`config.mk`:
```
export PLATFORM = sky130hd
export DESIGN_NAME = ultrasonic_echo_emulator
export DESIGN_NICKNAME = d
export VERILOG_FILES = /design/src/rtl/ultrasonic_echo_emulator.sv
export SDC_FILE = /design/constraint.sdc
export NUM_CORES = 1
export LEC_CHECK = 0
export BUFFER_PORTS_ARGS = -buffer_cell sky130_fd_sc_hd__buf_2
export CELL_PAD_IN_SITES_DETAIL_PLACEMENT = 0
export CELL_PAD_IN_SITES_GLOBAL_PLACEMENT = 1
export CORE_AREA = 2 2 150 94
export CTS_CLUSTER_SIZE = 40
export DETAILED_ROUTE_END_ITERATION = 7
export DIE_AREA = 0 0 152 96
export PLACE_DENSITY = 0.79
export SLEW_MARGIN = 5
export SYNTH_ARGS = -nofsm -noshare
export SYNTH_HDL_FRONTEND = slang
export SYNTH_SLANG_ARGS = --single-unit
```
`constraint.sdc`:
```
create_clock -name clk -period 4.8 [get_ports clk]
set_clock_uncertainty 0.15 [all_clocks]
set_input_delay 1.44 -clock clk [delete_from_list [all_inputs] [get_ports clk]]
set_output_delay 1.44 -clock clk [all_outputs]
set_load 0.01 [all_outputs]
```
`src/rtl/ultrasonic_echo_emulator.sv`:
```
// ultrasonic_echo_emulator
//   Purpose : cycle-accurate stand-in for an HC-SR04 ranging sensor. A trigger held high
//             for at least TRIG_MIN_CYC cycles arms it. When the trigger falls, it emits
//             a 40 kHz transmit burst, then an echo pulse whose width is the sampled
//             dist_cycles, and then a hold-off period.
//   Ports   : clk, rst_n (async, active-low), trigger, dist_cycles[31:0] (sampled on the
//             qualified trigger fall) -> echo, burst, busy, trig_err (1-cycle), done (1-cycle)
//   Config  : ECHO_JITTER_EN adds lfsr[3:0] (16-bit Fibonacci LFSR) to each echo width,
//             clamped to ECHO_TIMEOUT_CYC. When it is undefined, the echo width is exact.
//   Latency : trigger fall -> echo rise = 1 + 16*BURST_HALF cycles; no backpressure.
`timescale 1ns/1ps
module ultrasonic_echo_emulator #(
  parameter int unsigned TRIG_MIN_CYC     = 500,
  parameter int unsigned BURST_HALF       = 625,
  parameter int unsigned ECHO_TIMEOUT_CYC = 1900000,
  parameter int unsigned HOLDOFF_CYC      = 2500000
) (
  input  logic        clk,
  input  logic        rst_n,
  input  logic        trigger,
  input  logic [31:0] dist_cycles,
  output logic        echo,
  output logic        burst,
  output logic        busy,
  output logic        trig_err,
  output logic        done
);

  localparam logic [31:0] TRIG_MIN   = 32'(TRIG_MIN_CYC);
  localparam logic [31:0] BURST_LEN  = 32'(16 * BURST_HALF);
  localparam logic [31:0] HALF_LAST  = 32'(BURST_HALF - 1);
  localparam logic [31:0] TIMEOUT    = 32'(ECHO_TIMEOUT_CYC);
  localparam logic [31:0] HOLDOFF    = 32'(HOLDOFF_CYC);

  typedef enum logic [2:0] {
    S_IDLE      = 3'd0,
    S_ARM       = 3'd1,
    S_WAIT_FALL = 3'd2,
    S_BURST     = 3'd3,
    S_ECHO      = 3'd4,
    S_HOLDOFF   = 3'd5
  } state_t;

  state_t      state, state_n;
  logic [31:0] cnt, cnt_n;
  logic [31:0] width_q, width_calc;
  logic [31:0] half_cnt, half_cnt_n;
  logic        trig_d;
  logic        accept;
  logic        echo_n, burst_n, done_n, trig_err_n;
  logic [31:0] base_width;

  // Zero or out-of-range distances mean "no object": use the timeout width.
  assign base_width = ((dist_cycles == 32'd0) || (dist_cycles > TIMEOUT)) ? TIMEOUT : dist_cycles;

`ifdef ECHO_JITTER_EN
  logic [15:0] lfsr;
  logic        lfsr_fb;
  logic [32:0] jit_sum;

  // Fibonacci LFSR with taps 16,14,13,11. The echo width uses the value held before
  // this measurement's advance.
  assign lfsr_fb    = lfsr[15] ^ lfsr[13] ^ lfsr[12] ^ lfsr[10];
  assign jit_sum    = {1'b0, base_width} + {29'd0, lfsr[3:0]};
  assign width_calc = (jit_sum > {1'b0, TIMEOUT}) ? TIMEOUT : jit_sum[31:0];

  always_ff @(posedge clk or negedge rst_n) begin
    if (!rst_n) begin
      lfsr <= 16'hACE1;
    end else if (accept) begin
      lfsr <= {lfsr[14:0], lfsr_fb};
    end
  end
`else
  assign width_calc = base_width;
`endif

  // State register and datapath registers.
  always_ff @(posedge clk or negedge rst_n) begin
    if (!rst_n) begin
      state    <= S_IDLE;
      cnt      <= 32'd0;
      width_q  <= 32'd0;
      half_cnt <= 32'd0;
      trig_d   <= 1'b0;
    end else begin
      state    <= state_n;
      cnt      <= cnt_n;
      half_cnt <= half_cnt_n;
      trig_d   <= trigger;
      if (accept) begin
        width_q <= width_calc;
      end
    end
  end

  // Next-state logic. The trigger is only considered in IDLE, ARM and WAIT_FALL.
  // trig_d tracks trigger in every state. A trigger that is still held high when
  // HOLDOFF ends therefore does not look like a new rising edge.
  always_comb begin
    state_n = state;
    cnt_n   = cnt;
    accept  = 1'b0;
    case (state)
      S_IDLE: begin
        if (trigger && !trig_d) begin
          cnt_n   = 32'd1;
          state_n = (TRIG_MIN <= 32'd1) ? S_WAIT_FALL : S_ARM;
        end
      end
      S_ARM: begin
        if (!trigger) begin
          cnt_n   = 32'd0;
          state_n = S_IDLE;
        end else begin
          cnt_n = cnt + 32'd1;
          if (cnt_n >= TRIG_MIN) begin
            state_n = S_WAIT_FALL;
          end
        end
      end
      S_WAIT_FALL: begin
        if (!trigger) begin
          cnt_n   = 32'd0;
          accept  = 1'b1;
          state_n = S_BURST;
        end
      end
      S_BURST: begin
        cnt_n = cnt + 32'd1;
        if (cnt_n >= BURST_LEN) begin
          cnt_n   = 32'd0;
          state_n = S_ECHO;
        end
      end
      S_ECHO: begin
        cnt_n = cnt + 32'd1;
        if (cnt_n >= width_q) begin
          cnt_n   = 32'd0;
          state_n = S_HOLDOFF;
        end
      end
      S_HOLDOFF: begin
        cnt_n = cnt + 32'd1;
        if (cnt_n >= HOLDOFF) begin
          cnt_n   = 32'd0;
          state_n = S_IDLE;
        end
      end
      default: begin
        cnt_n   = 32'd0;
        state_n = S_IDLE;
      end
    endcase
  end

  // Output logic. Each output is computed from the current and next state and is
  // registered below, so every pulse lines up with the state it belongs to.
  always_comb begin
    echo_n     = (state_n == S_ECHO);
    done_n     = (state == S_ECHO) && (state_n == S_HOLDOFF);
    trig_err_n = (state == S_ARM) && (state_n == S_IDLE);
    burst_n    = 1'b0;
    half_cnt_n = 32'd0;
    if (state_n == S_BURST) begin
      if (state != S_BURST) begin
        // The burst starts high in the first BURST cycle.
        burst_n    = 1'b1;
        half_cnt_n = 32'd0;
      end else if (half_cnt >= HALF_LAST) begin
        burst_n    = ~burst;
        half_cnt_n = 32'd0;
      end else begin
        burst_n    = burst;
        half_cnt_n = half_cnt + 32'd1;
      end
    end
  end

  always_ff @(posedge clk or negedge rst_n) begin
    if (!rst_n) begin
      echo     <= 1'b0;
      burst    <= 1'b0;
      done     <= 1'b0;
      trig_err <= 1'b0;
    end else begin
      echo     <= echo_n;
      burst    <= burst_n;
      done     <= done_n;
      trig_err <= trig_err_n;
    end
  end

  assign busy = (state != S_IDLE);

endmodule

```
==> impl_results.md, run 1 <==
- Worst min-delay path class: reg -> reg
- Mean Syn Cell Area: 8.91 um2
- Crit path kind: reg -> reg
- Die width: 152 um
- Global Route Usage Sum: 23.2%
- Die height: 96 um
- Largest stage delay on the critical path: 0.44 ns
- Final setup vio count: 0
- I/O Buffers: 39
- Pins over their slew limit: 0
- Hold Fails Final Rpt: 0
- CTS sink count: 104
- Min Tclk post-route: 4.55 ns
- Worst-path clk slew: 0.07 ns
- DRT antenna net count: 0
- Row count: 33
- Fin crit share: 94.7%
- CP Max Fanout: 8
- Cells along the critical path: nand4_1 > nor3_1 > buf_4 > and3_1 > nand2_1 > and2_1 > or2_2 > ha_1 > nand4_1 > nor3_1 > and3_1 > nor3b_1 > a2111oi_2 > nor2_2 > o211ai_4 > or2_1 > a22o_1
- Initial Util: 45.9%
- Maximum vdd drop: 0.000155 V
- Netlist Area Pre-Place: 6080 um2
- Leading area contributor after synthesis: dfrtp_1
- Initial antenna violation count: 0
- Syn Inst Count: 682
- Num CTS Buffers: 9
- Worst-Skew Late Latency: 0.35 ns
- Slew HR: 43.1%
- Worst path required time: 4.89 ns
- Drt pass-1 iters: 5
- Post-synthesis sequential area ratio: 42.8%
- Status: complete, no violations
- Crit path launch type: flop
- Starting DRT DRC Count: 405
- Core box area: 13300 um2
- Post-CTS Hold Fix Bufs: 0
- # fillers: 1207
- Final nets: 823
- Pwr Total: 1700 uW
- Leakage: 0.00334 uW
- Vias in the first global route: 4796
- Hold WS: 0.337 ns
- Unique masters post-synth: 67
- Max cap viols: 0
- Slowest CP cell: dfrtp_2
- Antenna cells: 0
- Count of flip-flops with a built-in enable after synthesis: 0
- Vias: 5298
- GPL Wtd Cong: 0.981
- CP arrival: 4.63 ns
- CTS tree: done
- #FFs+latches synth: 104
- Total grt overflow: 0
- Register area: 2610 um2
- Largest net degree at the start of global routing: 66
- RSZ-0062 raised after global routing: no
- WL/cell: 17.6 um
- Setup TNS: 0 ns
- Vias per cell: 5.68
- FFs w/ async S/R, synth: 100%
- # H-tree levels: 3
- Pwr Density: 242 nW/um2
- Top cell type's share of synthesized area: 42.8%
- Fin area: 7020 um2
- Final core occ: 53.0%
- Post-DP Area: 6660 um2
- Most common cell after layout, fill and taps aside: dfrtp_1
- Area occupied by multi-input gates: 3260 um2
- Synth-to-layout area growth: 15.5%
- CTS max path bufs: 2
- Die ar.: 14600 um2
- Share of cells above drive strength 1: 16.2%
- Crit. End Element: flop
- Synth Flop Type: dfrtp_1
- Slew of the pin with the lowest slew margin: 0.853 ns
- Final wirelength: 16.4 mm
- Top cells by area, synth: dfrtp_1 43%, ha_1 7.2%, nand2_1 4.9%
- Family with the most delay on the worst path: simple AND/OR/NAND/NOR gates
- First-pass GRT wire length: 26.1 mm
- WP buf/inv: 1
- Synth Warn #: 0
- Most frequent cells in the layout: 98 x dfrtp_1, 79 x nand2_1, 73 x nor2_1
- IO Pins: 40
- Max Clock Freq: 0.220 GHz
- DRC: 0
- Root buf cell: clkbuf_16
- Post-DP HPWL: 12.5 mm
## cells by family (layout without fill, tap and decap cells)
group | Yosys count | in the layout | share of synthesized area (%)
other | 1 | 22 | 0.0617
xor gates and xnor gates | 29 | 29 | 4.18
and+or+nand+nor | 299 | 299 | 25.3
adders and majority gates | 35 | 35 | 7.21
buffers and inverters | 83 | 138 | 5.60
muxes | 2 | 2 | 0.329
DFF | 104 | 104 | 42.8
AOI/OAI and AO/OA | 129 | 129 | 14.5
## state kept, by name, indices dropped and copies added, names as in the netlist
name / cells
burst: 1
cnt: 32
done: 1
echo: 1
half_cnt: 32
state: 3
trig_d: 1
trig_err: 1
width_q: 32
## where the power goes
part,internal (uW),total (uW),switching [uW],leakage (uW)
combinational,21.5,65.5,44.0,0.00193
sequential,893,898,5.27,0.00126
clock,380,735,356,0.000147
## path summary, 6_finish.rpt
check / startpoint / cells after the start / endpoint / slack [ns]
worst max register to register: cnt[19]$_DFFE_PN0P_ / 17 / cnt[31]$_DFFE_PN0P_ / 0.25
worst min register to register: half_cnt[0]$_DFF_PN0_ / 1 / half_cnt[0]$_DFF_PN0_ / 0.34
max in group asynchronous: rst_n / 2 / half_cnt[12]$_DFF_PN0_ / 2.64
worst min-delay path: half_cnt[0]$_DFF_PN0_ / 1 / half_cnt[0]$_DFF_PN0_ / 0.34
worst max-delay path: cnt[19]$_DFFE_PN0P_ / 17 / cnt[31]$_DFFE_PN0P_ / 0.25
min in group asynchronous: rst_n / 1 / width_q[4]$_DFFE_PN0P_ / 1.03
## what timing repair did
| action | 4_1_cts | 5_1_grt |
|---|---|---|
| endpoints found under the setup margin | 0 | 33 |
| resized for setup | 0 | 14 |
| setup buffers | 0 | 3 |
## through the flow
stage          setup slack, ns  std cells
6_report                 0.254        933
5_1_grt                0.00571        933
4_1_cts                  0.163        930
3_5_place_dp             0.208        914
3_3_place_gp             0.318        914
2_1_floorplan            0.621        703
## layout make-up
cell class                 instances  share of cell area, %
multi-input combinational        516                   46.4
sequential                       104                   37.2
timing repair buffer              73                   6.45
clock buffer                      10                   3.41
tap                              175                   3.12
inverter                          49                   2.62
clock inverter                     6                  0.820
## Yosys cell counts, drive strengths merged, types with 4 or more instances
library cell / instances
dfrtp: 104
nand2: 79
nor2: 76
inv: 49
ha: 35
o21ai: 32
a21oi: 22
clkbuf: 22
nor4: 22
nand3: 19
nand4: 19
xnor2: 19
nor3: 17
buf: 12
o22ai: 11
or2: 11
and2: 10
and3: 10
xor2: 10
a22o: 9
or4: 7
a211oi: 6
and4: 6
nor2b: 6
o221ai: 5
o31ai: 5
or3: 5
o2111ai: 4
o211ai: 4
## routing by layer
metal | track usage, % | routed length, um
met5 | 0 | 0
met1 | 36.6 | 8560
met4 | 4.60 | 99
met3 | 6.93 | 1500
met2 | 30.8 | 6220
Power figures use the tool's default switching activity.
==> run 2: changes to the inputs <==
BUFFER_PORTS_ARGS = -buffer_cell sky130_fd_sc_hd__clkbuf_2   (was -buffer_cell sky130_fd_sc_hd__buf_2)
SETUP_SLACK_MARGIN = 0.05   (was unset)
==> impl_results.md, run 2 (synthesis gave the netlist of run 1 again) <==
- Status: complete, no violations
- First-pass GRT wire length: 25.6 mm
- Net Sw Frac: 23.5%
- CP arrival: 4.55 ns
- Slew of the pin with the lowest slew margin: 1.08 ns
- Hold Fails Final Rpt: 0
- Die width: 152 um
- Share of cells above drive strength 1: 15.5%
- DRT antenna net count: 0
- Final nets: 821
- GPL Wtd Cong: 0.988
- # fillers: 1196
- Slowest CP cell: dfrtp_1
- Drt pass-1 iters: 5
- CTS tree: done
- Most common cell after layout, fill and taps aside: dfrtp_1
- Row count: 33
- Antenna cells: 0
- WP buf/inv: 0
- WL/cell: 17.0 um
- Min Tclk post-route: 4.47 ns
- CTS max path bufs: 2
- Worst min-delay path class: reg -> reg
- Die height: 96 um
- Initial Util: 45.9%
- Vias: 5273
- Post-DP HPWL: 12.1 mm
- Setup TNS: 0 ns
- IO Pins: 40
- Crit path launch type: flop
- Internal power: 1340 uW
- Most frequent cells in the layout: 102 x dfrtp_1, 79 x nand2_1, 75 x nor2_1
- CTS sink count: 104
- Final setup vio count: 0
- Switching power: 411 uW
- Worst-path clk slew: 0.07 ns
- Final wirelength: 15.8 mm
- Global Route Usage Sum: 22.6%
- Largest net degree at the start of global routing: 86
- Leakage: 0.00337 uW
- Fin crit share: 93.0%
- Maximum vdd drop: 0.000143 V
- Final core occ: 53.0%
- Slew HR: 28.0%
- Family with the most delay on the worst path: simple AND/OR/NAND/NOR gates
- Crit path kind: reg -> reg
- Vias per cell: 5.66
- Max cap viols: 0
- Core box area: 13300 um2
- Num CTS Buffers: 9
- Combinational Power Share: 3.8%
- Vias in the first global route: 4747
- Crit. End Element: flop
- Pins over their slew limit: 0
- Synth-to-layout area growth: 15.6%
- Pwr Density: 249 nW/um2
- RSZ-0062 raised after global routing: yes
- I/O Buffers: 39
- CP Max Fanout: 9
- Cell mode on critical path: nor2_1
- Worst-Skew Late Latency: 0.35 ns
- Starting DRT DRC Count: 691
- Post-CTS Hold Fix Bufs: 0
- Max Clock Freq: 0.224 GHz
- Die ar.: 14600 um2
- Worst path required time: 4.88 ns
- Total grt overflow: 0
- Clock group share of total power: 44.8%
- Root buf cell: clkbuf_16
- # H-tree levels: 3
- Cells along the critical path: nand4_4 > nor4_2 > and3_1 > nand4_1 > and2_1 > or2_2 > ha_1 > a21oi_1 > nor2_1 > a211oi_1 > o211ai_1 > a2111oi_1 > nor2_1 > o211ai_2 > nor2_4 > o41ai_1
- Register share of total power: 51.4%
- DRC: 0
- Top flop regs: cnt (32), half_cnt (32), width_q (32)
- Largest stage delay on the critical path: 0.48 ns
- Initial antenna violation count: 0
-- run 2: power by group through the flow --
stage / Sequential [uW] / Combinational, uW / Clock, uW
finish: 898 / 65.6 / 784
global route: 900 / 76.6 / 845
CTS: 898 / 66.2 / 805
detailed placement: 916 / 65.7 / 0
global placement: 915 / 64.0 / 0
floorplan: 915 / 21.7 / 0
-- run 2: path summary, 6_finish.rpt --
kind,slack [ns],end,from,cells after the start
worst max-delay path,0.33,cnt[15]$_DFFE_PN0P_,cnt[5]$_DFFE_PN0P_,16
worst min-delay path,0.34,half_cnt[0]$_DFF_PN0_,half_cnt[0]$_DFF_PN0_,1
worst max register to register,0.33,cnt[15]$_DFFE_PN0P_,cnt[5]$_DFFE_PN0P_,16
worst min register to register,0.34,half_cnt[0]$_DFF_PN0_,half_cnt[0]$_DFF_PN0_,1
max in group asynchronous,2.62,echo$_DFF_PN0_,rst_n,2
min in group asynchronous,1.12,width_q[12]$_DFFE_PN0P_,rst_n,1
-- run 2: cell type report --
| type | count | area (um2) | share of cell area (%) |
|---|---|---|---|
| Tap cell | 175 | 219 | 3.12 |
| Inverter | 49 | 184 | 2.62 |
| Clock buffer | 9 | 225 | 3.21 |
| Multi-Input combinational cell | 516 | 3260 | 46.3 |
| Clock inverter | 7 | 97.6 | 1.39 |
| Timing Repair Buffer | 71 | 438 | 6.23 |
| Sequential cell | 104 | 2610 | 37.1 |
-- run 2: through the flow --
stage	std cells	instance area [um2]	setup WS [ns]	hold slack [ns]	total power (uW)
after global placement	913	6650	0.203	0.323	979
after detailed placement	913	6650	0.0936	0.331	982
after global routing	931	7020	0.0204	0.367	1820
after CTS	929	6980	0.0746	0.344	1770
final	931	7020	0.334	0.342	1750
after floorplan	703	6160	0.621	0.304	936
-- run 2: routing by layer --
layer	global-route usage [%]	part of all wire (%)
met2	30.1	37
met1	35.9	52
met3	5.76	9.6
met4	5.14	1.1
met5	0	0
-- run 2: what timing repair did --
item                       in CTS  in global routing
setup endpoints to repair       0                 33
gates resized for setup         0                 10
hold endpoints to repair        0                  0
setup buffers                   0                  2
==> run 3: changes to the inputs <==
CELL_PAD_IN_SITES_GLOBAL_PLACEMENT = 2   (was 1)
CORE_AREA = 2 2 167 103   (was 2 2 150 94)
DIE_AREA = 0 0 169 105   (was 0 0 152 96)
==> impl_results.md, run 3 (synthesis gave the netlist of run 1 again) <==
- Status: complete, no violations
- Final nets: 841
- Setup TNS: 0 ns
- Max cap viols: 0
- RSZ-0062 raised after global routing: no
- Vias: 5324
- Crit path kind: reg -> reg
- Vias in the first global route: 4852
- CP arrival: 4.62 ns
- Slowest CP cell: or4_4
- Most common cell after layout, fill and taps aside: dfrtp_1
- Crit. End Element: flop
- Largest stage delay on the critical path: 0.53 ns
- Share of cells above drive strength 1: 19.5%
- CTS tree: done
- Num CTS Buffers: 9
- GPL Wtd Cong: 0.929
- First-pass GRT wire length: 27.2 mm
- Register area: 2610 um2
- WL/cell: 17.5 um
- Max Clock Freq: 0.219 GHz
- Worst min-delay path class: reg -> reg
- Row count: 36
- Drt pass-1 iters: 5
- Post-CTS Hold Fix Bufs: 0
- # H-tree levels: 3
- Initial Util: 37.7%
- Hold Fails Final Rpt: 0
- Core box area: 16100 um2
- Largest net degree at the start of global routing: 74
- IO Pins: 40
- Root buf cell: clkbuf_16
- Post-DP HPWL: 13.1 mm
- Slew HR: 36.7%
- Maximum vdd drop: 0.000133 V
- Global Route Usage Sum: 19.8%
- DRT antenna net count: 0
- Area occupied by multi-input gates: 3330 um2
- CTS sink count: 104
- Fin crit share: 95.2%
- Top flop regs: cnt (32), half_cnt (32), width_q (32)
- Cells along the critical path: nand4_1 > buf_4 > or4_4 > and2_1 > or2_2 > ha_1 > a2111oi_1 > o211ai_1 > a2111oi_2 > nor2_2 > o211ai_2 > nor2_4 > o21ai_0
- Worst-Skew Late Latency: 0.35 ns
- DRC: 0
- Die width: 169 um
- Total grt overflow: 0
- CP Max Fanout: 7
- Initial antenna violation count: 0
- # fillers: 1572
- Crit path launch type: flop
- Starting DRT DRC Count: 448
- CTS max path bufs: 2
- Antenna cells: 0
- Die height: 105 um
- Min Tclk post-route: 4.57 ns
- Leakage: 0.00351 uW
- Final setup margin: 0.229 ns
- Most frequent cells in the layout: 98 x dfrtp_1, 79 x nand2_1, 74 x nor2_1
- Worst path required time: 4.85 ns
- Pins over their slew limit: 0
- I/O Buffers: 39
- Synth-to-layout area growth: 20.2%
- Worst-path clk slew: 0.08 ns
- Pwr Density: 234 nW/um2
- Final setup vio count: 0
- Die ar.: 17700 um2
- Slew of the pin with the lowest slew margin: 0.950 ns
- Pre-CTS WS: 0.0198 ns
- Vias per cell: 5.41
- Final wirelength: 17.3 mm
[run 3: cell types whose count changed in the layout (fill, tap and decap cells not counted), sizes merged]
cell | before | now
clkinv | 3 | 2
buf | 33 | 53
bufinv | 1 | 0
clkinvlp | 0 | 1
inv | 52 | 53
[run 3: worst paths after layout]
| path | startpoint | end | slack (ns) | cells after the start |
|---|---|---|---|---|
| worst min register to register | half_cnt[0]$_DFF_PN0_ | half_cnt[0]$_DFF_PN0_ | 0.35 | 1 |
| worst max register to register | cnt[15]$_DFFE_PN0P_ | cnt[10]$_DFFE_PN0P_ | 0.23 | 13 |
| min in group asynchronous | rst_n | width_q[4]$_DFFE_PN0P_ | 1.05 | 1 |
| max in group asynchronous | rst_n | half_cnt[15]$_DFF_PN0_ | 2.59 | 2 |
| worst max-delay path | cnt[15]$_DFFE_PN0P_ | cnt[10]$_DFFE_PN0P_ | 0.23 | 13 |
| worst min-delay path | half_cnt[0]$_DFF_PN0_ | half_cnt[0]$_DFF_PN0_ | 0.35 | 1 |
[run 3: layout make-up]
| type | instances | share of cell area, % |
|---|---|---|
| Sequential cell | 104 | 35.7 |
| Clock buffer | 9 | 3.08 |
| Tap cell | 209 | 3.58 |
| Timing Repair Buffer | 91 | 8.49 |
| Inverter | 49 | 2.52 |
| Clock inverter | 7 | 0.993 |
| Multi-Input combinational cell | 516 | 45.6 |
[run 3: per-stage QoR]
stage	utilization, %	hold slack (ns)	power (uW)	instances	cell area [um2]
floorplan	-	0.304	936	703	6160
global placement	41.8	0.327	980	953	6740
detailed placement	41.8	0.336	983	953	6740
CTS	43.7	0.355	1730	969	7040
global route	45.3	0.371	1780	985	7310
finish	45.3	0.348	1710	985	7310
[run 3: timing repair]
| action | in CTS | in global routing |
|---|---|---|
| resized for setup | 2 | 27 |
| pin swaps | 0 | 9 |
| buffers inserted | 0 | 16 |
| endpoints found under the setup margin | 9 | 34 |
[run 3: routing by layer]
metal | global-route usage, % | share of wire (%) | wire length, um
met1 | 33.6 | 55 | 9450
met2 | 25.1 | 37 | 6430
met3 | 3.52 | 7.4 | 1290
met4 | 3.66 | 0.72 | 124
met5 | 0 | 0 | 0
[run 3: worst max-delay path, delay by kind of cell (launching register included)]
| kind | cells | cell delay (ns) |
|---|---|---|
| flops | 1 | 0.42 |
| compound gates | 5 | 1.86 |
| simple gates | 6 | 1.51 |
| buf+inv | 1 | 0.25 |
| fa+ha+maj | 1 | 0.21 |
[run 3: power breakdown]
group          internal (uW)  switching (uW)  total [uW]
Combinational           21.6            45.5        67.1
Sequential               893            5.10         898
Clock                    369             374         743
